### src/rtl/mbus_tx_arbiter_ice.sv
// Two-requester arbiter (A = host, B = GOC) sharing one MBus layer TX interface; grant locked per message incl. response.
// Latency: TX_REQ follows the winner's REQ one cycle after it is sampled in IDLE; mux paths are combinational while BUSY.
// Backpressure: non-granted requester sees no ACK/SUCC/FAIL and simply holds REQ until the current message's RESP completes.
module mbus_tx_arbiter_ice #(
    parameter int ADDR_W = 32,
    parameter int DATA_W = 32
) (
    input  logic              CLKIN,
    input  logic              RESETn,
    input  logic [ADDR_W-1:0] A_TX_ADDR,
    input  logic [DATA_W-1:0] A_TX_DATA,
    input  logic              A_TX_PEND,
    input  logic              A_TX_REQ,
    input  logic              A_TX_PRIORITY,
    output logic              A_TX_ACK,
    output logic              A_TX_SUCC,
    output logic              A_TX_FAIL,
    input  logic              A_TX_RESP_ACK,
    input  logic [ADDR_W-1:0] B_TX_ADDR,
    input  logic [DATA_W-1:0] B_TX_DATA,
    input  logic              B_TX_PEND,
    input  logic              B_TX_REQ,
    input  logic              B_TX_PRIORITY,
    output logic              B_TX_ACK,
    output logic              B_TX_SUCC,
    output logic              B_TX_FAIL,
    input  logic              B_TX_RESP_ACK,
    output logic [ADDR_W-1:0] TX_ADDR,
    output logic [DATA_W-1:0] TX_DATA,
    output logic              TX_PEND,
    output logic              TX_REQ,
    output logic              TX_PRIORITY,
    input  logic              TX_ACK,
    input  logic              TX_SUCC,
    input  logic              TX_FAIL,
    output logic              TX_RESP_ACK,
    output logic              BUSY,
    output logic              GRANT_B
);

    typedef enum logic [2:0] {
        IDLE,
        WORD,
        WAIT_ACKLO,
        INTERWORD,
        WAIT_RESULT,
        RESP
    } state_t;

    state_t state, state_nxt;
    logic   grant_b, grant_b_nxt;
    logic   rr_ptr, rr_ptr_nxt;     // 0 = A next in a tie, 1 = B
    logic   pend_q, pend_q_nxt;

    logic busy;
    logic g_req, g_pend, g_resp_ack;
    logic a_elig, b_elig, pick_b;
    logic result;

    assign busy       = (state != IDLE);
    assign g_req      = grant_b ? B_TX_REQ      : A_TX_REQ;
    assign g_pend     = grant_b ? B_TX_PEND     : A_TX_PEND;
    assign g_resp_ack = grant_b ? B_TX_RESP_ACK : A_TX_RESP_ACK;
    assign result     = TX_SUCC | TX_FAIL;

    // A requester still holding RESP_ACK from its last message is not eligible yet
    assign a_elig = A_TX_REQ & ~A_TX_RESP_ACK;
    assign b_elig = B_TX_REQ & ~B_TX_RESP_ACK;

    // Winner selection: lone requester, else priority, else round-robin pointer
    always_comb begin
        pick_b = b_elig;
        if (a_elig && b_elig) begin
            pick_b = (A_TX_PRIORITY != B_TX_PRIORITY) ? B_TX_PRIORITY : rr_ptr;
        end
    end

    // State, grant, round-robin pointer and pending-word flag registers
    always_ff @(posedge CLKIN or negedge RESETn) begin
        if (!RESETn) begin
            state   <= IDLE;
            grant_b <= 1'b0;
            rr_ptr  <= 1'b0;
            pend_q  <= 1'b0;
        end else begin
            state   <= state_nxt;
            grant_b <= grant_b_nxt;
            rr_ptr  <= rr_ptr_nxt;
            pend_q  <= pend_q_nxt;
        end
    end

    // Message sequencing; a SUCC/FAIL anywhere mid-message jumps straight to RESP
    always_comb begin
        state_nxt   = state;
        grant_b_nxt = grant_b;
        rr_ptr_nxt  = rr_ptr;
        pend_q_nxt  = pend_q;
        case (state)
            IDLE: begin
                if (a_elig || b_elig) begin
                    grant_b_nxt = pick_b;
                    state_nxt   = WORD;
                end
            end
            WORD: begin
                if (result) begin
                    state_nxt = RESP;
                end else if (TX_ACK) begin
                    pend_q_nxt = g_pend;
                    state_nxt  = WAIT_ACKLO;
                end
            end
            WAIT_ACKLO: begin
                if (result) begin
                    state_nxt = RESP;
                end else if (!g_req && !TX_ACK) begin
                    state_nxt = pend_q ? INTERWORD : WAIT_RESULT;
                end
            end
            INTERWORD: begin
                if (result) begin
                    state_nxt = RESP;
                end else if (g_req) begin
                    state_nxt = WORD;
                end
            end
            WAIT_RESULT: begin
                if (result) begin
                    state_nxt = RESP;
                end
            end
            RESP: begin
                if (g_resp_ack && !result) begin
                    state_nxt  = IDLE;
                    rr_ptr_nxt = ~grant_b;
                end
            end
            default: state_nxt = IDLE;
        endcase
    end

    // Request mux toward the layer and response demux toward the granted requester
    always_comb begin
        TX_ADDR     = '0;
        TX_DATA     = '0;
        TX_PEND     = 1'b0;
        TX_REQ      = 1'b0;
        TX_PRIORITY = 1'b0;
        A_TX_ACK    = 1'b0;
        A_TX_SUCC   = 1'b0;
        A_TX_FAIL   = 1'b0;
        B_TX_ACK    = 1'b0;
        B_TX_SUCC   = 1'b0;
        B_TX_FAIL   = 1'b0;
        if (busy) begin
            if (grant_b) begin
                TX_ADDR     = B_TX_ADDR;
                TX_DATA     = B_TX_DATA;
                TX_PEND     = B_TX_PEND;
                TX_REQ      = B_TX_REQ;
                TX_PRIORITY = B_TX_PRIORITY;
                B_TX_ACK    = TX_ACK;
                B_TX_SUCC   = TX_SUCC;
                B_TX_FAIL   = TX_FAIL;
            end else begin
                TX_ADDR     = A_TX_ADDR;
                TX_DATA     = A_TX_DATA;
                TX_PEND     = A_TX_PEND;
                TX_REQ      = A_TX_REQ;
                TX_PRIORITY = A_TX_PRIORITY;
                A_TX_ACK    = TX_ACK;
                A_TX_SUCC   = TX_SUCC;
                A_TX_FAIL   = TX_FAIL;
            end
        end
    end

    assign TX_RESP_ACK = (state == RESP) & g_resp_ack;
    assign BUSY        = busy;
    assign GRANT_B     = grant_b;

endmodule
### config.mk
export PLATFORM = sky130hd
export DESIGN_NAME = mbus_tx_arbiter_ice
export DESIGN_NICKNAME = d
export VERILOG_FILES = /design/src/rtl/mbus_tx_arbiter_ice.sv
export SDC_FILE = /design/constraint.sdc
export NUM_CORES = 1
export LEC_CHECK = 0
export BUFFER_PORTS_ARGS = -buffer_cell sky130_fd_sc_hd__buf_4
export CAP_MARGIN = 20
export CORE_AREA = 2 2 84 86
export DETAILED_ROUTE_END_ITERATION = 10
export DIE_AREA = 0 0 86 88
export GPL_TIMING_DRIVEN = 0
export RECOVER_POWER = 25
export SLEW_MARGIN = 20
export SYNTH_ARGS = -nofsm -noshare
export SYNTH_HDL_FRONTEND = slang
export SYNTH_SLANG_ARGS = --single-unit
### constraint.sdc
create_clock -name CLKIN -period 1.85 [get_ports CLKIN]
set_clock_uncertainty 0.2 [all_clocks]
set_input_delay 0.37 -clock CLKIN [delete_from_list [all_inputs] [get_ports CLKIN]]
set_output_delay 0.37 -clock CLKIN [all_outputs]
set_load 0.05 [all_outputs]
==> results.md <==
- Status: finished with violations
- Failing checks: setup timing
- Reg clk slew, reported paths: 0.04 ns
- Met1 usage: about a quarter
- Min-Delay Path Class: primary input to flop
- Pre-CTS WS: -0.4138 ns
- P_leak: roughly 0.0022 uW
- Final setup violation count: between 70 and 80
- Hold depth: 4
- Final Power: roughly 11000 uW
- Net Sw Power: between 6000 and 7000 uW
- Net Sw Frac: 54.34%
- Final instance area: 5316 sq um
- Via Count: around 2600
- Fin crit share: 113.4%
- Share of cells above drive strength 1: approximately nine tenths
- Number of cell rows: 30
- Clock sink count: 6
- Initial drt markers: 37
- Clock buffer count from CTS: 3
- First-pass GRT wire length: 13500 um
- Seq/Total Area, Yosys: around 10%
- Flops & latches, synth: 6
- Initial antenna violation count: 0
- Width of the die: about 86 um
- Worst path arrival time: 1.53 ns
- PD cells: around 2100 nW/um^2
- Worst-path fanout max: 5
- Layout area overhead: 252.6%
- Die height: between 80 and 90 um
- Detailed-route DRC error count: 0
- Placed cell areas: around 3800 sq um
- GR peak layer: met2
- Via density: 4.829
- Sequential share of power: under 10%
- FMAX: 476.5 MHz
- Post-synth net total: around 350
- PnR worst setup slack: -0.2487 ns
- Global Route Usage Sum: a little under a quarter
- FF-to-FF Start: state[2]
- Core ar.: around 6600 sq um
- Detail Route Antenna Nets: 0
- VDD IR-drop max: 1179 uV
- Ys Warns: 0
- Fillcell total: 388
- Post-layout min period: between 2 and 2.5 ns
- Post-synthesis area per instance: ~7 sq um
- R2r endpoint: state[0]
- Top Ports: ~220
- Diode count: 0
- Synthesized area: between 1500 and 2000 sq um
- Post-synthesis cell count: roughly 210
- Worst slew pin tran: about 0.35 ns
- Synth cell types: 29
- Vias in the first global route: approximately 2600
- GPL Wtd Cong: approximately 0.84
- Final core utilization: roughly four fifths
- Setup Crit Path Kind: flop to primary output
- Die area: approximately 7600 sq um
- Reg2reg setup slack: -0.01 ns
- Clock buffer depth: 2
- Clk_lat worst skew: ~0.23 ns
- Dpl hpwl: 6841 um
- Clock power frac: 1.9%
- RSZ-0062 raised after global routing: true
- Min-delay src: B_TX_RESP_ACK
- Largest net degree at the start of global routing: 11
- Reg2Reg Depth: 9
- Initial Utilization: between 20% and 30%
- Max_slew headroom: between 70 and 80%
- Slowest Stage Delay on Critical Path: ~0.40 ns
- Area of the multi-input gates: approximately 2500 sq um
- Most frequent cells in the layout: buf_4, nor2_4, mux2i_4
- Commonest non-fill, non-tap cell in the layout: buf_4
- Final-report max-slew violation count: 0
- CTS H-tree lvls: 1
- Port-buffer cells: roughly 220
- Post-Layout Cell Count: 531
- Met2 Track Usage GR: approximately 44%
- TritonCTS clock tree: yes
- DRT Pass-1 Iters: 4
- Power Internal: 5152 uW
- CP most frequent cell: buf_6
- Storage element area: 151.4 sq um
- Crit path capture type: primary output
- Fin. Hold Viols: 0
- Max Cap Viol: 0
- Required time of the critical path: approximately 1.3 ns
- Worst Hold Path EP: rr_ptr
- GRT overflow: 0
- Grt met3 use: ~3.8%
- Crit start category: flop
- Comb power frac: a little over nine tenths
- Placed cell count: approximately 500
- Crit path cell chain: nor3_4, buf_6, buf_6, inv_6, and3_4, buf_8
- Routed WL per cell: between 15 and 20 um
- Worst path slowest cell: dfrtp_1
- Total routed wirelength: roughly 11000 um
- Nets: a little under 600
- CTS root buf: clkbuf_8
[cell families after synthesis]
family                 Yosys count  synth area share, %
DFF                              6                9.958
buffers and inverters           22                6.805
and+or+nand+nor                 96                27.47
muxes                           71                47.39
AOI/OAI and AO/OA               18                8.382
[cell usage after synthesis (all sizes together)]
cell     number  share of area, %
inv           3              0.75
nor3b         1              0.83
clkbuf        7               1.7
o211ai        1              0.50
nand4b        1              0.58
o32a          1              0.66
o21ai         3               1.0
and3          3               1.2
nor3          2               1.4
nand2         6               1.5
nand3b        1              0.50
o2bb2ai       1              0.58
buf          12               4.3
and2          3               1.2
o211a         1              0.66
a21oi         6               2.0
mux2i        71                47
a31o          1              0.58
nor2         76                19
a31oi         2               1.2
nor2b         2              0.83
or2           1              0.42
o221ai        2               1.2
dfrtp         6                10
[power by group through the flow]
stage,logic [uW],clock network [uW],registers (uW)
3_5_place_dp,7640,0,241
3_3_place_gp,7590,0,241
6_report,10800,209,240
2_1_floorplan,5750,0,272
4_1_cts,9930,215,237
5_1_grt,11200,224,245
[registers in the layout, indices dropped and copies added (netlist names)]
| signal | flops |
|---|---|
| state | 3 |
| GRANT_B | 1 |
| pend_q | 1 |
| rr_ptr | 1 |
[final cells by class]
type                            instances  share of cell area [%]
Buffer                                 18                   6.449
Tap cell                               80                   1.883
Sequential cell                         6                   2.848
Timing Repair Buffer                  235                   41.30
Clock buffer                            4                  0.8473
Multi-Input combinational cell        185                   46.36
Inverter                                3                  0.3060
[worst max path at each step]
stage | from | endpoint
floorplan | GRANT_B | TX_ADDR[0]
global placement | state[2] | TX_ADDR[25]
detailed placement | state[2] | TX_ADDR[25]
CTS | state[1] | TX_ADDR[5]
global route | state[2] | B_TX_SUCC
finish | state[2] | B_TX_ACK
[stage by stage]
step	hold WS, ns	setup TNS (ns)
2_1_floorplan	-0.1256	-6.069
3_3_place_gp	-0.02130	-21.40
3_5_place_dp	-0.01893	-23.60
4_1_cts	0.2773	-15.72
5_1_grt	0.3061	-19.07
6_report	0.2871	-15.68
[routing by layer]
metal  routed length (um)  part of all wire [%]
met5                    0                     0
met2                 6084                    58
met4                  114                   1.1
met1                 3628                    34
met3                  695                   6.6
[repair_timing]
action / in CTS / in global routing
gates resized for setup: 216 / 62
buffers inserted: 12 / 1
endpoints found under the hold margin: 6 / 0
gates cloned: 2 / 3
hold buffers: 1 / 0
pin swaps: 25 / 11
endpoints found under the setup margin: 76 / 77
[worst max-delay path: cells and delay by family, from the launching register on]
kind          cells  cell delay, ns
simple gates      2            0.44
flops             1            0.40
buf+inv           4            0.45
Power figures use the tool's default switching activity.
